### src/rtl/alu_operand_stage.sv
// Decode-to-execute operand register with optional operand forwarding.
// Forwarding from the MEM and WB stages is compiled in when ALU_OPERAND_FWD_EN is defined.
module alu_operand_stage (
  input  logic        clk,
  input  logic        rst,
  input  logic        in_valid,
  input  logic [31:0] in_rs_val,
  input  logic [31:0] in_rt_val,
  input  logic [31:0] in_imm,
  input  logic [4:0]  in_shamt,
  input  logic [4:0]  in_rs_num,
  input  logic [4:0]  in_rt_num,
  input  logic [4:0]  in_rd_num,
  input  logic [3:0]  in_alu_ctrl,
  input  logic [1:0]  in_op_sel,
  input  logic        in_wb_en,
  input  logic        stall,
  input  logic        flush,
  input  logic        fwd_mem_en,
  input  logic        fwd_wb_en,
  input  logic [4:0]  fwd_mem_reg,
  input  logic [4:0]  fwd_wb_reg,
  input  logic [31:0] fwd_mem_val,
  input  logic [31:0] fwd_wb_val,
  output logic [31:0] alu_first,
  output logic [31:0] alu_second,
  output logic [3:0]  alu_control,
  output logic        ex_valid,
  output logic [4:0]  ex_rd,
  output logic        ex_wb_en,
  output logic [31:0] ex_store_data
);

  typedef struct packed {
    logic        valid;
    logic [31:0] rs_val;
    logic [31:0] rt_val;
    logic [31:0] imm;
    logic [4:0]  shamt;
    logic [4:0]  rs_num;
    logic [4:0]  rt_num;
    logic [4:0]  rd_num;
    logic [3:0]  alu_ctrl;
    logic [1:0]  op_sel;
    logic        wb_en;
  } stage_t;

  stage_t stage_d, stage_q;
  logic [31:0] op_a, op_b;

  always_comb begin
    stage_d = stage_q;
    if (flush) begin
      stage_d = '0;
    end else if (!stall) begin
      stage_d.valid    = in_valid;
      stage_d.rs_val   = in_rs_val;
      stage_d.rt_val   = in_rt_val;
      stage_d.imm      = in_imm;
      stage_d.shamt    = in_shamt;
      stage_d.rs_num   = in_rs_num;
      stage_d.rt_num   = in_rt_num;
      stage_d.rd_num   = in_rd_num;
      stage_d.alu_ctrl = in_alu_ctrl;
      stage_d.op_sel   = in_op_sel;
      stage_d.wb_en    = in_wb_en;
    end
  end

  always_ff @(posedge clk) begin
    if (rst) begin
      stage_q <= '0;
    end else begin
      stage_q <= stage_d;
    end
  end

`ifdef ALU_OPERAND_FWD_EN
  // WB applied first so a matching MEM result overrides it; r0 is never forwarded.
  always_comb begin
    op_a = stage_q.rs_val;
    op_b = stage_q.rt_val;
    if (fwd_wb_en && (stage_q.rs_num != 5'd0) && (fwd_wb_reg == stage_q.rs_num)) begin
      op_a = fwd_wb_val;
    end
    if (fwd_mem_en && (stage_q.rs_num != 5'd0) && (fwd_mem_reg == stage_q.rs_num)) begin
      op_a = fwd_mem_val;
    end
    if (fwd_wb_en && (stage_q.rt_num != 5'd0) && (fwd_wb_reg == stage_q.rt_num)) begin
      op_b = fwd_wb_val;
    end
    if (fwd_mem_en && (stage_q.rt_num != 5'd0) && (fwd_mem_reg == stage_q.rt_num)) begin
      op_b = fwd_mem_val;
    end
  end
`else
  logic unused_fwd;
  assign unused_fwd = ^{fwd_mem_en, fwd_wb_en, fwd_mem_reg, fwd_wb_reg, fwd_mem_val, fwd_wb_val};
  assign op_a = stage_q.rs_val;
  assign op_b = stage_q.rt_val;
`endif

  always_comb begin
    alu_first  = '0;
    alu_second = '0;
    unique case (stage_q.op_sel)
      2'b00: begin
        alu_first  = op_a;
        alu_second = op_b;
      end
      2'b01: begin
        alu_first  = op_a;
        alu_second = stage_q.imm;
      end
      2'b10: begin
        alu_first  = op_b;
        alu_second = {27'b0, stage_q.shamt};
      end
      2'b11: begin
        alu_first  = op_b;
        alu_second = {27'b0, op_a[4:0]};
      end
      default: ;
    endcase
    if (!stage_q.valid) begin
      alu_first  = '0;
      alu_second = '0;
    end
  end

  assign alu_control   = stage_q.valid ? stage_q.alu_ctrl : 4'd0;
  assign ex_valid      = stage_q.valid;
  assign ex_rd         = stage_q.rd_num;
  assign ex_wb_en      = stage_q.wb_en & stage_q.valid;
  assign ex_store_data = op_b;

endmodule

### config.mk
export PLATFORM = sky130hd
export DESIGN_NAME = alu_operand_stage
export DESIGN_NICKNAME = d
export VERILOG_FILES = /design/src/rtl/alu_operand_stage.sv
export SDC_FILE = /design/constraint.sdc
export NUM_CORES = 1
export LEC_CHECK = 0
export CAP_MARGIN = 20
export CORE_AREA = 5 5 132 134
export CTS_CLUSTER_SIZE = 14
export DETAILED_ROUTE_END_ITERATION = 8
export DIE_AREA = 0 0 137 139
export PLACE_DENSITY = 0.77
export SLEW_MARGIN = 40
export SYNTH_ARGS = -nofsm -noshare
export SYNTH_HDL_FRONTEND = slang
export SYNTH_SLANG_ARGS = --single-unit
### constraint.sdc
create_clock -name clk -period 1 [get_ports clk]
set_input_delay 0.2 -clock clk [delete_from_list [all_inputs] [get_ports clk]]
set_output_delay 0.2 -clock clk [all_outputs]
set_load 0.02 [all_outputs]
* Word level (Yosys, flattened, before mapping)
Cells that the tools add are included.
** Storage, ports and cells
- Bits in registers :: 114
- Bits of input ports :: 204
- Output and inout bits :: 107
- Word-level logic and storage cells :: 22
** Cells by class
- Equal/unequal tests :: 3
- Muxes and demuxes :: 5
- Bitwise gates (word level) :: 1
- Reduce and logical (&&, ||, !) cells :: 4
** Operator list (number)
- $pmux 32 s4 :: 1
- $mux 32 :: 2
- $pmux 32 s2 :: 1
- $reduce_or 2->1 :: 3
- $eq 2x2->1 const B :: 2
- $mux 4 :: 1
- $eq 2x1->1 const B :: 1
- $logic_not 2->1 :: 1
- $and 1x1->1 :: 1

* Longest topological paths before layout
- Depth in word-level cells :: 4
- Mapped depth :: 5
- Depth with buffers taken out :: 2

* Worst setup path before layout
Ideal clock, no wire load.
- Path type :: register to output
- Start point :: register stage_q, in the netlist ex_valid
- End point :: output port alu_first[26]
- Arrival time :: 1.237 ns
- Required time :: 0.800 ns
- Path slack :: -0.437 ns
- Stages on the path, launching flop included :: 4
- Path buffers :: 2
- Cells stage by stage :: dfxtp_1 -> buf_2 -> clkbuf_1 -> nor2b_1
** On the way
- Word-level cells in the longest chain between the ends :: 1
** Ends and longest elaborated chain
- from (decl) :: RTL line 48 : stage_t stage_d, stage_q;
- from (signal assigned) :: RTL line 74 : stage_q <= stage_d;
- $mux 32 :: RTL line 125 : if (!stage_q.valid) begin
- to (decl) :: RTL line 25 : output logic [31:0] alu_first,
No other way between the ends.

* Worst setup path in the final report
- Start point :: register stage_q[1] in the netlist's numbering
- End point :: output port alu_second[9]
** On the way
- Word-level cells in the longest chain between the ends :: 3
** Ends and longest elaborated chain
- $eq 2x2->1 (tied with other cells) :: RTL line 106 : unique case (stage_q.op_sel)
- $pmux 32 s4 (*) :: RTL line 106
- $mux 32 (*) :: RTL line 125
- to (decl) :: RTL line 26 : output logic [31:0] alu_second,
Mark *: on every way between the ends. The rest lies on a longest branch, timed or not.

==> results.md <==
Floorplan:
- The I/O pin count is just over 300.
- For this configuration, the core starts out at a cell density of about a third.
- The initialized floorplan defines 47 standard-cell rows.
- The floorplan step defined a die boundary enclosing about 19000 um^2.
- In this run the vertical extent of the chip is between 100 and 150 um.
- The core region is 16200 um^2.
- The width of the chip is 137 um.

Flow run:
- The max-capacitance violation count is 0.

GRT:
- The number of global-route vias before repair is approximately 5300.
- The overall routing resource usage is ~20%.
- The number of antenna violations at the first check in global routing is 0.
- Entering global routing, the biggest net connects 56 pins.
- The total grt overflow is 0.
- The first-pass GRT wire length is ~29 mm.

Synth:
- The post-synthesis share of cell area spent on xor and xnor gates is 0%.
- The synthesized area per cell is 9.80 um^2.
- Summing the areas of all fa, ha and maj instances in the mapped netlist gives 0% of the synthesized area.
- Of the total synthesized cell area, the portion taken by AND, OR, NAND and NOR gates is between 10 and 15%.
- Yosys printed 0 warnings.
- The share of the synthesized area in compound gates (AO/OA/AOI/OAI) is less than 1%.
- By area, the combinational part of the netlist is dominated by multiplexers.
- In this run, distinct cell masters in the synthesized netlist total 13.
- The synthesized design contains 114 register bits.
- The cell count after synthesis is around 560.
- The mux cell area share after synthesis is roughly 33%.
- The number of nets in the synthesized netlist is between 700 and 800.
- Sequential cells were found to cover between 40 and 50% of the synthesized design area.
- In this run the cell area of the synthesized design comes to roughly 5500 um^2.

Routing:
- Once detail routing completed, the nets flagged for antenna violations numbered 0.
- The post-detailed-routing wire length is a little under 20 mm.
- The ratio of routed vias to standard cells is approximately 4.6.
- The first detailed-routing pass took 5 iterations.
- The average wire per cell in the routed design is approximately 18 um.
- The via count is slightly below 5000.
- The DRC marker count from the first detailed-route iteration is 153.
- The post-detailed-route DRC marker count is 0.

Outcome:
- The final reports fail on setup timing.
- The run finished, with violations left.

Critical path:
- The peak fanout along the critical path is 6.
- Data on the critical path is required at its endpoint by around 800 ps.
- On the critical path, the stage with the largest delay is an instance of sky130_fd_sc_hd__dfxtp_4.
- On the worst path, the slowest cell contributes a delay of about 370 ps.
- The worst setup path is captured at an output pin.
- Traced cell by cell, the critical path runs through buf_12, buf_12, mux2i_2, buf_4, nor2_4, buf_6.
- Counting stages on the worst path, the most repeated cell is sky130_fd_sc_hd__buf_12.
- The category of the most critical setup path is reg2out.
- The worst path arrival time is around 1600 ps.
- The worst setup path is launched from a register.

Hold path:
- In this run the worst hold path is classified as in2reg.

Clock network:
- After clock tree synthesis, the clock-pin slew on the worst setup and hold paths is roughly 50 ps.
- The library cell used as clock root buffer is sky130_fd_sc_hd__clkbuf_16.
- The level count of the clock H-tree is 4.
- The clock latency of the later-clocked register in the worst-skew pair is about 400 ps.
- Buffers inserted during clock tree synthesis total 17.
- No sink is reached through more buffers than the 2 on the longest clock path.
- The number of clock sinks is about 110.
- The TritonCTS clock tree is built.

STA:
- Setup repair after global routing could not meet its margin everywhere.
- The number of setup violations in the final report is between 100 and 150.
- The largest clock skew in the final design is 0 ps.
- The worst-case setup margin in the final layout is -816 ps.
- The slew at the pin closest to its max-slew limit is ~280 ps.
- The headroom to the max-slew limit is 81.4%.
- The aggregate negative setup slack is -52650 ps.
- For this run, the top clock speed supported by timing is 551 MHz.
- The number of max-slew violations in the final report is 0.
- The final number of hold-violating endpoints is 0.
- The smallest clock period supported by the final layout is computed as between 1500 and 2000 ps.
- The worst path uses 182% of the clock period.

Placed design:
- Summed over all nets, the half-perimeter wirelength after detailed placement is approximately 12 mm.
- Once placement completed, the tool counted placed cells totaling about 1000.
- The final estimated routing congestion in global placement is just under 0.8.
- The count of input and output buffers is between 200 and 250.

Final layout:
- The number of antenna cells inserted is 0.
- The filler cells instantiated in the layout total roughly 1200.
- The net count of the finished layout is between 1000 and 1500.
- After the flow finishes, the layout carries non-filler instances totaling about 1100.
- Leaving out fill and tap cells, the most frequent cells in the layout are sky130_fd_sc_hd__buf_6, sky130_fd_sc_hd__mux2i_1, sky130_fd_sc_hd__clkdlybuf4s50_1.
- Cells with a size suffix above 1 make up between 50 and 60% of the layout.
- Compared with the post-synthesis result, the final layout area differs by 95.7%.
- Leaving out fill and tap cells, the most frequent cell in the layout is sky130_fd_sc_hd__buf_6.

Power:
- The internal cell power is roughly 9.7 mW.
- Net switching is between 20% and 30% of the power.
- The share of total power dissipated in the clock network is approximately 46%.
- Summed over all nets, the switching power comes to 3.02 mW.
- The worst-case IR drop observed on VDD is ~1.1 mV.
- The power share of the combinational group is about 17%.
- Summed over all cells, the static leakage comes to ~4.2 nW.
- The share of total power dissipated in sequential elements is between 30 and 40%.
- Power spread over the standard cell area amounts to roughly 1200 nW/um^2.
- The post-layout total power is about 13 mW.
repair_timing:
| item | in CTS | in global routing |
|---|---|---|
| cloned | 7 | 0 |
| endpoints found under the setup margin | 107 | 136 |
| pin swaps | 11 | 10 |
| resized for setup | 764 | 95 |
| hold buffers | 0 | 0 |
| buffers inserted | 37 | 21 |
final timing paths:
path / slack [ps] / depth (start not counted) / startpoint / to
min: 220 / 3 / stall / op_a[16]
max: -820 / 6 / stage_q[1] / alu_second[9]
min reg2reg: 500 / 2 / stage_q[6] / stage_q[6]
max reg2reg: -30 / 4 / stage_q[1] / stage_q[1]
sequential cells by signal, indices dropped and copies added, names as in the netlist:
register       cells
op_a              32
ex_rd              5
ex_valid           1
ex_store_data     32
stage_q           44
layout make-up:
type                    count  area [um^2]  area share [%]
multi-input cells         369         3710            34.5
clock inverters             5         50.0           0.465
flip-flops and latches    114         2410            22.4
well taps                 220          275            2.56
clock buffers              25          515            4.79
repair buffers            347         3800            35.3
per-layer routing:
| layer | up-vias | global-route usage (%) | wire length [um] |
|---|---|---|---|
| li1 | 2424 | - | - |
| met1 | 2367 | 23.2 | 7610 |
| met2 | 161 | 33.6 | 10300 |
| met3 | 19 | 6.10 | 1120 |
| met4 | 0 | 5.41 | 270 |
| met5 | - | 0 | 0 |
stage by stage:
step                      area [um^2]  hold slack (ps)  util (%)  setup slack, ps
final                           10800              223      66.6             -816
after detailed placement         8840              483      54.6             -752
after floorplan                  6260              343         -             -182
after CTS                       10600              206      65.4             -850
after global placement           8840              473      54.6             -727
after global routing            10800              261      66.6             -862
power by group through the flow:
stage / registers (mW) / logic, mW / clock network, mW
2_1_floorplan: 4.89 / 1.01 / 0
3_3_place_gp: 4.92 / 1.75 / 0
3_5_place_dp: 4.92 / 1.77 / 0
6_report: 4.83 / 2.11 / 5.79
4_1_cts: 4.83 / 2.06 / 5.91
5_1_grt: 4.84 / 2.23 / 6.15
critical path, delay by kind of cell, from the launching register on:
kind | cells | cell delay, ps
buffers and inverters | 4 | 560
flip-flops | 1 | 370
multiplexers | 1 | 230
AND/OR/NAND/NOR | 1 | 40
cells by family (layout without fill, tap and decap cells):
logic type,Yosys count,in the layout
simple gates,181,181
mux,183,183
flops,114,114
buf+inv,78,377
compound gates,5,5
synth_stat cells:
| library cell | number | area share [%] |
|---|---|---|
| sky130_fd_sc_hd__or2_1 | 1 | 0.11 |
| sky130_fd_sc_hd__buf_2 | 12 | 1.1 |
| sky130_fd_sc_hd__buf_6 | 14 | 2.9 |
| sky130_fd_sc_hd__buf_4 | 44 | 6.0 |
| sky130_fd_sc_hd__dfxtp_1 | 114 | 41 |
| sky130_fd_sc_hd__nand2b_1 | 1 | 0.11 |
| sky130_fd_sc_hd__nand2_1 | 1 | 0.068 |
| sky130_fd_sc_hd__clkbuf_1 | 8 | 0.55 |
| sky130_fd_sc_hd__o22ai_1 | 5 | 0.57 |
| sky130_fd_sc_hd__nor2b_1 | 32 | 3.6 |
| sky130_fd_sc_hd__mux2i_1 | 183 | 33 |
| sky130_fd_sc_hd__and2_1 | 5 | 0.57 |
| sky130_fd_sc_hd__nor2_1 | 141 | 9.6 |
No activity file was read; power rests on OpenSTA's default activity.
